File: src/rtl/writeback_unit.sv
// Writeback stage: owns the register file write port, merging ALU results with
// formatted load returns held in a small in-order queue that ALU writes can squash.
module writeback_unit #(
  parameter int DEPTH = 4
) (
  input  logic                     clk,
  input  logic                     rst,
  input  logic                     aluValid,
  input  logic [4:0]               aluRd,
  input  logic [31:0]              aluResult,
  input  logic                     loadValid,
  output logic                     loadReady,
  input  logic [4:0]               loadRd,
  input  logic [31:0]              loadData,
  input  logic [2:0]               loadFunct3,
  input  logic [1:0]               loadOffset,
  output logic                     writeEn,
  output logic [4:0]               writeAddr,
  output logic [31:0]              writeData,
  output logic [31:0]              pendingMask,
  output logic [$clog2(DEPTH):0]   pendingCount
);

  localparam int AW = $clog2(DEPTH);
  localparam int CW = AW + 1;

  logic [AW-1:0]    head_reg;
  logic [AW-1:0]    tail_reg;
  logic [CW-1:0]    count_reg;
  logic [DEPTH-1:0] live_reg;
  logic [4:0]       rd_reg   [DEPTH];
  logic [31:0]      data_reg [DEPTH];
  logic [31:0]      mask_term [DEPTH];

  logic        write_en_reg;
  logic [4:0]  write_addr_reg;
  logic [31:0] write_data_reg;

  logic [7:0]  load_byte;
  logic [15:0] load_half;
  logic [31:0] load_fmt;
  logic        alu_wr;
  logic        load_accept;
  logic        enq;
  logic        pop;
  logic [31:0] mask_all;

  always_comb begin
    load_byte = loadData[{loadOffset, 3'b000} +: 8];
    load_half = loadOffset[1] ? loadData[31:16] : loadData[15:0];
    case (loadFunct3)
      3'b000:  load_fmt = {{24{load_byte[7]}}, load_byte};
      3'b001:  load_fmt = {{16{load_half[15]}}, load_half};
      3'b100:  load_fmt = {24'd0, load_byte};
      3'b101:  load_fmt = {16'd0, load_half};
      default: load_fmt = loadData;
    endcase
  end

  assign loadReady   = !rst && (count_reg < CW'(DEPTH));
  assign alu_wr      = aluValid && (aluRd != 5'd0);
  assign load_accept = loadValid && loadReady;
  // A same-edge ALU write to the same rd makes the returning load dead on arrival.
  assign enq = load_accept && (loadRd != 5'd0) && !(alu_wr && (aluRd == loadRd));
  assign pop = !alu_wr && (count_reg != '0);

  always_ff @(posedge clk) begin
    if (rst) begin
      head_reg       <= '0;
      tail_reg       <= '0;
      count_reg      <= '0;
      write_en_reg   <= 1'b0;
      write_addr_reg <= 5'd0;
      write_data_reg <= 32'd0;
    end else begin
      if (enq) tail_reg <= tail_reg + 1'b1;
      if (pop) head_reg <= head_reg + 1'b1;
      count_reg <= count_reg + CW'(enq) - CW'(pop);
      if (alu_wr) begin
        write_en_reg   <= 1'b1;
        write_addr_reg <= aluRd;
        write_data_reg <= aluResult;
      end else if (pop) begin
        // A squashed head still consumes its slot, just without a write.
        write_en_reg   <= live_reg[head_reg];
        write_addr_reg <= rd_reg[head_reg];
        write_data_reg <= data_reg[head_reg];
      end else begin
        write_en_reg <= 1'b0;
      end
    end
  end

  always_ff @(posedge clk) begin
    for (int i = 0; i < DEPTH; i++) begin
      if (rst) begin
        live_reg[i] <= 1'b0;
      end else if (enq && (tail_reg == AW'(i))) begin
        live_reg[i] <= 1'b1;
        rd_reg[i]   <= loadRd;
        data_reg[i] <= load_fmt;
      end else if ((pop && (head_reg == AW'(i))) || (alu_wr && (rd_reg[i] == aluRd))) begin
        live_reg[i] <= 1'b0;
      end
    end
  end

  // Entries are cleared on pop, so live alone marks in-flight destinations.
  genvar gi;
  generate
    for (gi = 0; gi < DEPTH; gi++) begin : g_mask
      assign mask_term[gi] = live_reg[gi] ? (32'd1 << rd_reg[gi]) : 32'd0;
    end
  endgenerate

  always_comb begin
    mask_all = 32'd0;
    for (int i = 0; i < DEPTH; i++) mask_all = mask_all | mask_term[i];
  end

  assign pendingMask  = {mask_all[31:1], 1'b0};
  assign pendingCount = count_reg;
  assign writeEn      = write_en_reg;
  assign writeAddr    = write_addr_reg;
  assign writeData    = write_data_reg;

endmodule

File: config.mk
export PLATFORM = sky130hd
export DESIGN_NAME = writeback_unit
export DESIGN_NICKNAME = d
export VERILOG_FILES = /design/src/rtl/writeback_unit.sv
export SDC_FILE = /design/constraint.sdc
export NUM_CORES = 1
export LEC_CHECK = 0
export ABC_CLOCK_PERIOD_IN_PS = 7900
export CAP_MARGIN = 5
export CORE_MARGIN = 3
export CORE_UTILIZATION = 58
export DETAILED_ROUTE_END_ITERATION = 8
export PLACE_DENSITY_LB_ADDON = 0.05
export SLEW_MARGIN = 15
export SYNTH_ARGS = -nofsm -noshare
export SYNTH_HDL_FRONTEND = slang
export SYNTH_SLANG_ARGS = --single-unit
File: constraint.sdc
create_clock -name clk -period 7.9 [get_ports clk]
set_input_delay 1.185 -clock clk [delete_from_list [all_inputs] [get_ports clk]]
set_output_delay 1.185 -clock clk [all_outputs]
set_load 0.005 [all_outputs]
== Word level (Yosys, flattened, before mapping) ==
Memories as Yosys holds them, arrays and structs flattened. A register that Yosys moved wholly into a read port is not among the register bits.
Index checks and enable logic that the tools add are counted.

* Word-level logic and storage cells: 139
* Bits in registers: 49
* Memory bits (writable): 148
* Output and inout bits: 74
* Bits of input ports: 83
* Memories kept: 2

* Add/sub/neg operators: 4
* Reduce and logical (&&, ||, !) cells: 43
* Bitwise gates (word level): 3
* Mux-type cells: 56
* Equal/unequal tests: 14
* Magnitude comparators: 2
* Shifts and indexed selects: 5

{| class="wikitable"
|+ Memory list
! name !! words !! bits a word !! rd ports !! clocked after Yosys merged registers in !! write ports !! RTL line !! source
|-
| data_reg || 4 || 32 || 1 || 1 || 1 || 32 || <nowiki>logic [31:0] data_reg [DEPTH];</nowiki>
|-
| rd_reg || 4 || 5 || 5 || 1 || 1 || 31 || <nowiki>logic [4:0] rd_reg [DEPTH];</nowiki>
|}

{| class="wikitable"
|+ Operators by type and width
! kind !! number
|-
| two-way mux 32 bit || 9
|-
| one-hot mux 32 bit (4 select lines) || 1
|-
| << shifter 1 x 5 -> 32 bit (first input constant) || 4
|-
| bitwise OR 32 bit || 3
|-
| OR reduction 32 bit || 3
|-
| indexed part select 32 x 6 -> 8 bit || 1
|-
| two-way mux 1 bit || 29
|-
| equality test 5 bit || 5
|-
| two-way mux 5 bit || 5
|-
| two-way mux 2 bit || 10
|-
| logical AND 1 bit || 19
|-
| two-way mux 16 bit || 1
|-
| OR reduction 5 bit || 3
|-
| nonzero test 2 bit || 5
|-
| nonzero test 5 bit || 2
|-
| equality test 2 bit (second input constant) || 4
|-
| equality test 3 bit (second input constant) || 2
|-
| adder 2 x 1 -> 2 bit (second input constant) || 2
|-
| equality test 2 x 1 -> 1 bit (second input constant) || 2
|-
| zero test 2 bit || 2
|-
| logical OR 1 bit || 4
|-
| adder 3 x 1 -> 3 bit || 1
|-
| equality test 3 x 1 -> 1 bit (second input constant) || 1
|-
| zero test 1 bit || 3
|-
| other kinds (6) || 6
|}

== Logic depth before layout (Yosys ltp) ==
Gate-level depths: netlist of run 1.

* Depth in word-level cells: 13
* Depth in mapped cells: 14
* Depth with buffers taken out: 12

== Least setup slack after synthesis of run 1 ==
No wires, ideal clock.

* Kind: input to register
* Start: input aluRd[2]
* End: register count_reg[2] (netlist: pendingCount[2])
* Arrival time: 3662 ps
* Buffers on the path: 2
* Cell stages on the path: 14
* Data required time: 7772 ps
* Library setup time: 128 ps
* Slack: 4110 ps
* Path through: buf_4 or4_4 o21a_1 buf_6 a31oi_4 inv_2 ha_1 inv_1 ha_1 inv_1 fa_1 xor2_1 xnor2_1 nor2_1

* Longest elaborated chain between the ends: 7
* Elaborated cells between the ends (all ways): 10
* Classes of those cells: add/sub (2); eq/ne (1); reduce/logical (7)

{| class="wikitable"
|+ Ends and longest elaborated chain
! what !! RTL line !! source
|-
| from (decl) || 9 || <nowiki>input logic [4:0] aluRd,</nowiki>
|-
| nonzero test 5 bit || 61 || <nowiki>assign alu_wr = aluValid && (aluRd != 5'd0);</nowiki>
|-
| logical AND 1 bit || 61 ||
|-
| logical AND 1 bit || 64 || <nowiki>assign enq = load_accept && (loadRd != 5'd0) && !(alu_wr && (aluRd == loadRd));</nowiki>
|-
| zero test 1 bit || 64 ||
|-
| logical AND 1 bit || 64 ||
|-
| adder 3 x 1 -> 3 bit || 78 || <nowiki>count_reg <= count_reg + CW'(enq) - CW'(pop);</nowiki>
|-
| subtractor 3 x 1 -> 3 bit * || 78 ||
|-
| to (signal assigned) || 78 ||
|-
| to (decl) || 29 || <nowiki>logic [CW-1:0] count_reg;</nowiki>
|}

Mark *: on every way between the ends. The rest lies on a longest branch, timed or not.
A chain may end at the register's enable or synchronous reset.

== Worst setup path in the final report of run 1 ==
* Start: input aluRd[1]
* End: register count_reg[2] (netlist: pendingCount[2])

* Elaborated cells between the ends (all ways): 10
* Classes of those cells: add/sub (2); eq/ne (1); reduce/logical (7)

{| class="wikitable"
|+ RTL lines
! what !! RTL line !! source
|-
| nonzero test 5 bit || 61 ||
|-
| logical AND 1 bit || 61 ||
|-
| zero test 1 bit || 65 || <nowiki>assign pop = !alu_wr && (count_reg != '0);</nowiki>
|-
| logical AND 1 bit || 65 ||
|-
| net pop || 45 || <nowiki>logic pop;</nowiki>
|-
| subtractor 3 x 1 -> 3 bit || 78 ||
|}

The timed path passes the listed nets, and every way through them passes these cells.

==> run metrics, run 1 <==
Critical Path RT approximately 8.2 ns; worst hold path depth 2; sequential cell area fraction in the yosys report a little under three fifths; critical path capture point type register; final core occ approximately 74%; Worst path max stage delay 0.64 ns; Synth Instances 770; unrepaired setup endpoints after global routing no; Clock Sink Count around 200; startpoint types primary input; Fmax achieved about 0.24 GHz; Port-buffer cells 155; crit-path max FO 44; largest family of logic cells by synthesized area compound AO/OA/AOI/OAI gates; reg2reg setup slack between 5 and 6 ns; top area cells in the synthesized netlist edfxtp_1, dfxtp_1, mux4_2, nand2_1, a211oi_1; leakage between 0.004 and 0.005 uW; cell area power density about 250 mW/mm^2; CP max stage cell or4_4; Final min period 4.10 ns; period utilization about half; Cell Count, Final, Fillers Out ~1,100; Max Cap Viol 0; Synth Area in Compound Gates between 10% and 20%; worst hold endpoint writeData[14]; TritonCTS clock tree done; register area between 0.005 and 0.006 sq mm; vias in the first global route 7,358; r2r startpoint pendingCount[2]; skew final approximately 0.011 ns; first-pass GRT wire length roughly 40 mm; mapped cell area 0.00958 sq mm; Yosys top cell area share 46.4%; setup TNS 0 ns; Setup Fix Bufs, Post-CTS 0; EDFF count, synth about 150; htree depth 4; fillers roughly 1,000; CP arrival approximately 4.4 ns; worst r2r dst pendingCount[2]; Die X ~130 um; core area 0.0160 sq mm; cts repair resizes 0; CTS clock-pin slew for the worst setup and hold paths around 0.070 ns; Final GP Congestion about 0.9; antenna-violating nets left 0; drc violations 0; Pre-antenna DRT Iters 6; Setup CP Type primary input to register; adder-cell area share of the yosys netlist under 10%; Synth area leader edfxtp_1; layout cells sized above 1 between 10 and 15%; die height between 100 and 150 um; post-synthesis mux area share between 10% and 20%; WL final 26.4 mm; xor/xnor share of the synthesized area around 2.5%; Initial Util around 60%; status finished clean; synth warn 0; largest net degree at the start of global routing 53; Antenna diodes 0; Starting DRT DRC Count around 800; Clock Tree Buf Depth 2; worst hold path type register to register; overflow left after global routing 0; syn_nets 864; Yosys reg bits between 150 and 200; average wire per standard cell ~24 um; reg2reg path depth 12; Synth Flop Type edfxtp_1; Synth Area in Simple Gates between 10% and 20%; Clock Latency Late Sink about 0.44 ns; area of the multi-input gates 0.00382 sq mm; Nets 987; final setup violation count 0; All-Layer GR Usage just under 30%; fin. max-slew vios 0; initial antenna violation count 0; Final Hold Fails 0; die footprint approximately 0.018 sq mm; hold slack 0.550 ns; share of flip-flops with an asynchronous set or reset 0%; Std-Cell Rows between 40 and 50; IO Count 157; DR vias 7,342; library cells used by synthesis 53; max reg flops roughly 130; Avg Cell Area, Syn around 12 sq um; Max rail drop VDD between 0.3 and 0.4 mV; hold_buf cts 0; DPL Wire Length about 17 mm; Root Buffer clkbuf_16; relative slew slack roughly 21%; cells along the critical path clkdlybuf4s50_1 > or4_4 > o21a_1 > buf_4 > nor2_1 > ha_1 > inv_1 > ha_1 > inv_1 > fa_1 > xor2_1 > xnor2_1 > nor2_1; final worst setup slack around 3.8 ns; vias per inst 6.54; Least-Margin Pin Slew between 1 and 1.5 ns; Post-Place Setup Slack 3.38 ns; placed cell count 1,089; synthesis-to-finish area growth 24.4%; hold_sp writeData[14]; CTS Buf Count 17
cell families after synthesis:
group	Yosys count
xor gates and xnor gates	27
and+or+nand+nor	223
muxes	51
AOI/OAI and AO/OA	183
other	1
adders and majority gates	11
DFF	199
buffers and inverters	75
routing by layer:
| layer | global-route usage [%] | routed length, um | vias to the layer above | share of wire, % |
|---|---|---|---|---|
| li1 | - | - | 3220 | - |
| met5 | 0 | 0 | - | 0 |
| met1 | 40.1 | 10300 | 3550 | 39 |
| met2 | 48.8 | 13000 | 488 | 49 |
| met4 | 9.62 | 706 | 0 | 2.7 |
| met3 | 6.26 | 2330 | 84 | 8.8 |
cells in the mapped netlist, types with 8 or more instances:
master / count
a211oi_1: 35
a21oi_1: 46
a221o_1: 19
a22o_1: 8
a22oi_1: 12
buf_2: 9
clkbuf_1: 46
dfxtp_1: 51
edfxtp_1: 148
ha_1: 10
inv_1: 11
mux2i_1: 9
mux4_2: 39
nand2_1: 82
nand3_1: 10
nand3b_1: 12
nor2_1: 58
nor2b_1: 14
nor3_1: 10
nor3b_1: 8
o221ai_1: 15
o22ai_1: 18
xnor2_1: 9
xor2_1: 18
worst max-delay path, delay by kind of cell:
kind	cells	cell delay, ns
adder cells (fa/ha/maj)	3	0.77
AO/OA/AOI/OAI	1	0.23
buffers and inverters	4	1.01
AND/OR/NAND/NOR	3	0.85
XOR/XNOR	2	0.31
area by class of cell:
| cell class | instances | share of cell area (%) |
|---|---|---|
| clock buffers | 17 | 3.57 |
| clock inverters | 15 | 1.93 |
| repair buffers | 167 | 13.9 |
| well taps | 216 | 2.27 |
| flip-flops and latches | 199 | 45.9 |
| inverters | 12 | 0.378 |
| multi-input cells | 496 | 32.1 |
per-stage QoR:
stage	area [sq um]	total power (uW)
final	11900	2990
after global routing	11900	3110
after CTS	11900	3000
after detailed placement	11200	2080
after global placement	11200	2060
after floorplan	9580	1780
power breakdown:
group | switching, uW | internal, uW
combinational | 414 | 354
clock | 448 | 474
sequential | 66.2 | 1230
total | 928 | 2060
worst max path at each step:
stage                     slack (ns)      from               to  cells past startpoint
final                           3.80  aluRd[1]  pendingCount[2]                     13
after global routing            3.62  aluRd[1]  pendingCount[2]                     13
after detailed placement        3.38  aluRd[1]  pendingCount[2]                     13
after CTS                       3.82  aluRd[1]  pendingCount[2]                     13
after global placement          3.47  aluRd[1]  pendingCount[2]                     13
after floorplan                 4.11  aluRd[2]  pendingCount[2]                     14
cells in the final DEF, fill, tap and decap left out, types with 10 or more instances in the layout:
master           count
o221ai_1            15
a221o_1             19
inv_1               11
nor2b_1             14
a22oi_1             12
edfxtp_1           148
a211oi_1            35
nand3b_1            12
mux4_2              39
clkdlybuf4s50_1    154
a21oi_1             46
nor2_1              58
buf_4               11
nand3_1             10
ha_1                10
o22ai_1             18
nand2_1             82
clkbuf_16           17
xor2_1              18
dfxtp_1             50
No activity file was read; power rests on OpenSTA's default activity.
==> run 2: changes to the inputs <==
- ABC_CLOCK_PERIOD_IN_PS: 7900 -> 3790
- CORE_UTILIZATION: 58 -> 54
- clock period: 7.9 -> 3.79 ns (I/O delays scaled with it)
==> run 2 against run 1 <==
Sequential power is 110% higher; highest routed layer unchanged; setup slack worse by 3.2 ns; sequential cell count unchanged; power rose by 100%; critical path type is now register to output pin.
==> run metrics, run 2 (synthesized netlist as in run 1, its figures left out) <==
synthesis-to-finish area growth 24.9% (was 24.4%); Internal Dissipation 4230 uW (was 2060 uW); Die X 139 um (was 135 um); CTS clock-pin slew for the worst setup and hold paths 0.08 ns (was 0.07 ns); period utilization 84.4%; Nets 1,004 (was 987); DR vias 7,416 (was 7,342); CTS Buf Count 17 (unchanged); drc violations 0 (unchanged); Max rail drop VDD 0.384 mV (was 0.316 mV); skew final 0.0136 ns (was 0.0111 ns); Switching Share 30.9% (was 31.1%); layout cells sized above 1 12.5% (was 11.0%); Initial Util 55.2% (was 59.9%); Clock Tree Buf Depth 2 (unchanged); critical path capture point type output pin (was register); vias in the first global route 7,454 (was 7,358); Clk network pwr share 29.1% (was 30.9%); Combinational Power Share 25.9% (was 25.7%); hold_buf cts 0 (unchanged); core area 0.0174 sq mm (was 0.0160 sq mm); Port-buffer cells 155 (unchanged); startpoint types register (was primary input); largest net degree at the start of global routing 52 (was 53); unrepaired setup endpoints after global routing no (unchanged); fin. max-slew vios 0 (unchanged); initial antenna violation count 0 (unchanged); Final GP Congestion 0.926 (was 0.923); Clock Latency Late Sink 0.44 ns (about the same); DPL Wire Length 18.4 mm (was 17.3 mm); final setup violation count 0 (unchanged); relative slew slack 35.7% (was 20.8%); Root Buffer clkbuf_16 (unchanged); Final Hold Fails 0 (unchanged); average wire per standard cell 23.3 um (was 23.5 um); All-Layer GR Usage 27.4% (was 29.7%); Max Cap Viol 0 (unchanged); Setup Fix Bufs, Post-CTS 0 (unchanged); leakage 0.00409 uW (was 0.00403 uW); most frequent cells in the layout clkdlybuf4s50_1, edfxtp_1, nand2_1, nor2_1, dfxtp_1 (unchanged); Critical Path RT 3.22 ns (was 8.18 ns); final worst setup slack 0.592 ns (was 3.80 ns); Final min period roughly 3.2 ns; cell area power density 512 mW/mm^2 (was 251 mW/mm^2); sequential power share 45.0% (was 43.4%); worst hold path type register to register (unchanged); WL final 26.8 mm (was 26.4 mm); Least-Margin Pin Slew 0.962 ns (was 1.18 ns); Setup CP Type register to output pin (was primary input to register); Starting DRT DRC Count 783 (unchanged); antenna-violating nets left 0 (unchanged); die footprint 0.0194 sq mm (was 0.0181 sq mm); htree depth 4 (unchanged); IO Count 157 (unchanged); Antenna diodes 0 (unchanged); switching power 1890 uW (was 928 uW); overflow left after global routing 0 (unchanged); Pre-antenna DRT Iters 8 (was 6); first-pass GRT wire length 41.2 mm (about the same); cts repair resizes 0 (unchanged); crit-path max FO 7 (was 44); CP arrival 2.63 ns (was 4.38 ns); Clock Sink Count 199 (unchanged); Std-Cell Rows 48 (was 46); setup TNS 0 ns (unchanged); max reg flops 128 (unchanged); vias per inst 6.46 (was 6.54); TritonCTS clock tree done (unchanged); commonest non-fill, non-tap cell in the layout clkdlybuf4s50_1 (unchanged); status finished clean (unchanged); Post-Place Setup Slack 0.264 ns (was 3.38 ns); die height 139 um (was 135 um); Fmax achieved 0.313 GHz
==> run 2: cell count changes in the layout (fill, tap and decap cells not counted) <==
cell / previous run / this run
buf_4: 11 / 29
inv_8: 1 / 7
clkinv_8: 5 / 1
inv_12: 5 / 1
buf_16: 1 / 0
bufinv_16: 1 / 0
clkbuf_1: 0 / 1
clkbuf_8: 0 / 1
clkinv_4: 1 / 2
nor3b_1: 7 / 8
nor3b_2: 1 / 0
==> run 2: path summary, 6_finish.rpt <==
| kind | slack [ns] | from | depth (start not counted) | endpoint |
|---|---|---|---|---|
| setup / recovery | 0.59 | rd_reg[0][3] | 4 | pendingMask[4] |
| hold reg to reg | 0.55 | writeData[28] | 2 | writeData[28] |
| setup reg to reg | 1.22 | pendingCount[2] | 12 | pendingCount[2] |
| hold / removal | 0.55 | writeData[28] | 2 | writeData[28] |
==> run 2: area by class of cell <==
type	instances	area, sq um
Clock inverter	13	146
Multi-Input combinational cell	496	3810
Inverter	12	45.0
Sequential cell	199	5470
Tap cell	225	282
Fill cell	1185	5400
Timing Repair Buffer	184	1760
Clock buffer	19	443
==> run 2: power by group through the flow <==
stage | registers, uW | logic (uW) | clock network, uW
after floorplan | 2710 | 997 | 0
after global placement | 2780 | 1550 | 0
after detailed placement | 2800 | 1590 | 0
after CTS | 2750 | 1590 | 1810
after global routing | 2780 | 1710 | 1900
final | 2750 | 1590 | 1780
==> run 2: per-layer routing <==
metal	routed length (um)	up-vias	global-route usage (%)
li1	-	3253	-
met4	786	0	9.99
met5	0	-	0
met1	11000	3648	37.2
met3	2100	74	5.66
met2	12900	441	44.1
==> run 2: critical path, cell delays in order, from the launching register on <==
cell,delay [ns]
edfxtp_1,0.51
nor3b_1,0.84
a22oi_1,0.14
o221ai_1,0.16
clkdlybuf4s50_1,0.56
==> run 2: metrics by stage <==
step	total power, uW	instance area [sq um]	cells	util, %	hold slack [ns]
2_1_floorplan	3700	9580	770	-	0.469
3_3_place_gp	4340	11400	1116	65.5	0.485
3_5_place_dp	4380	11400	1116	65.5	0.530
5_1_grt	6390	12000	1148	68.9	0.568
6_report	6120	12000	1148	68.9	0.549
4_1_cts	6150	12000	1148	68.9	0.549
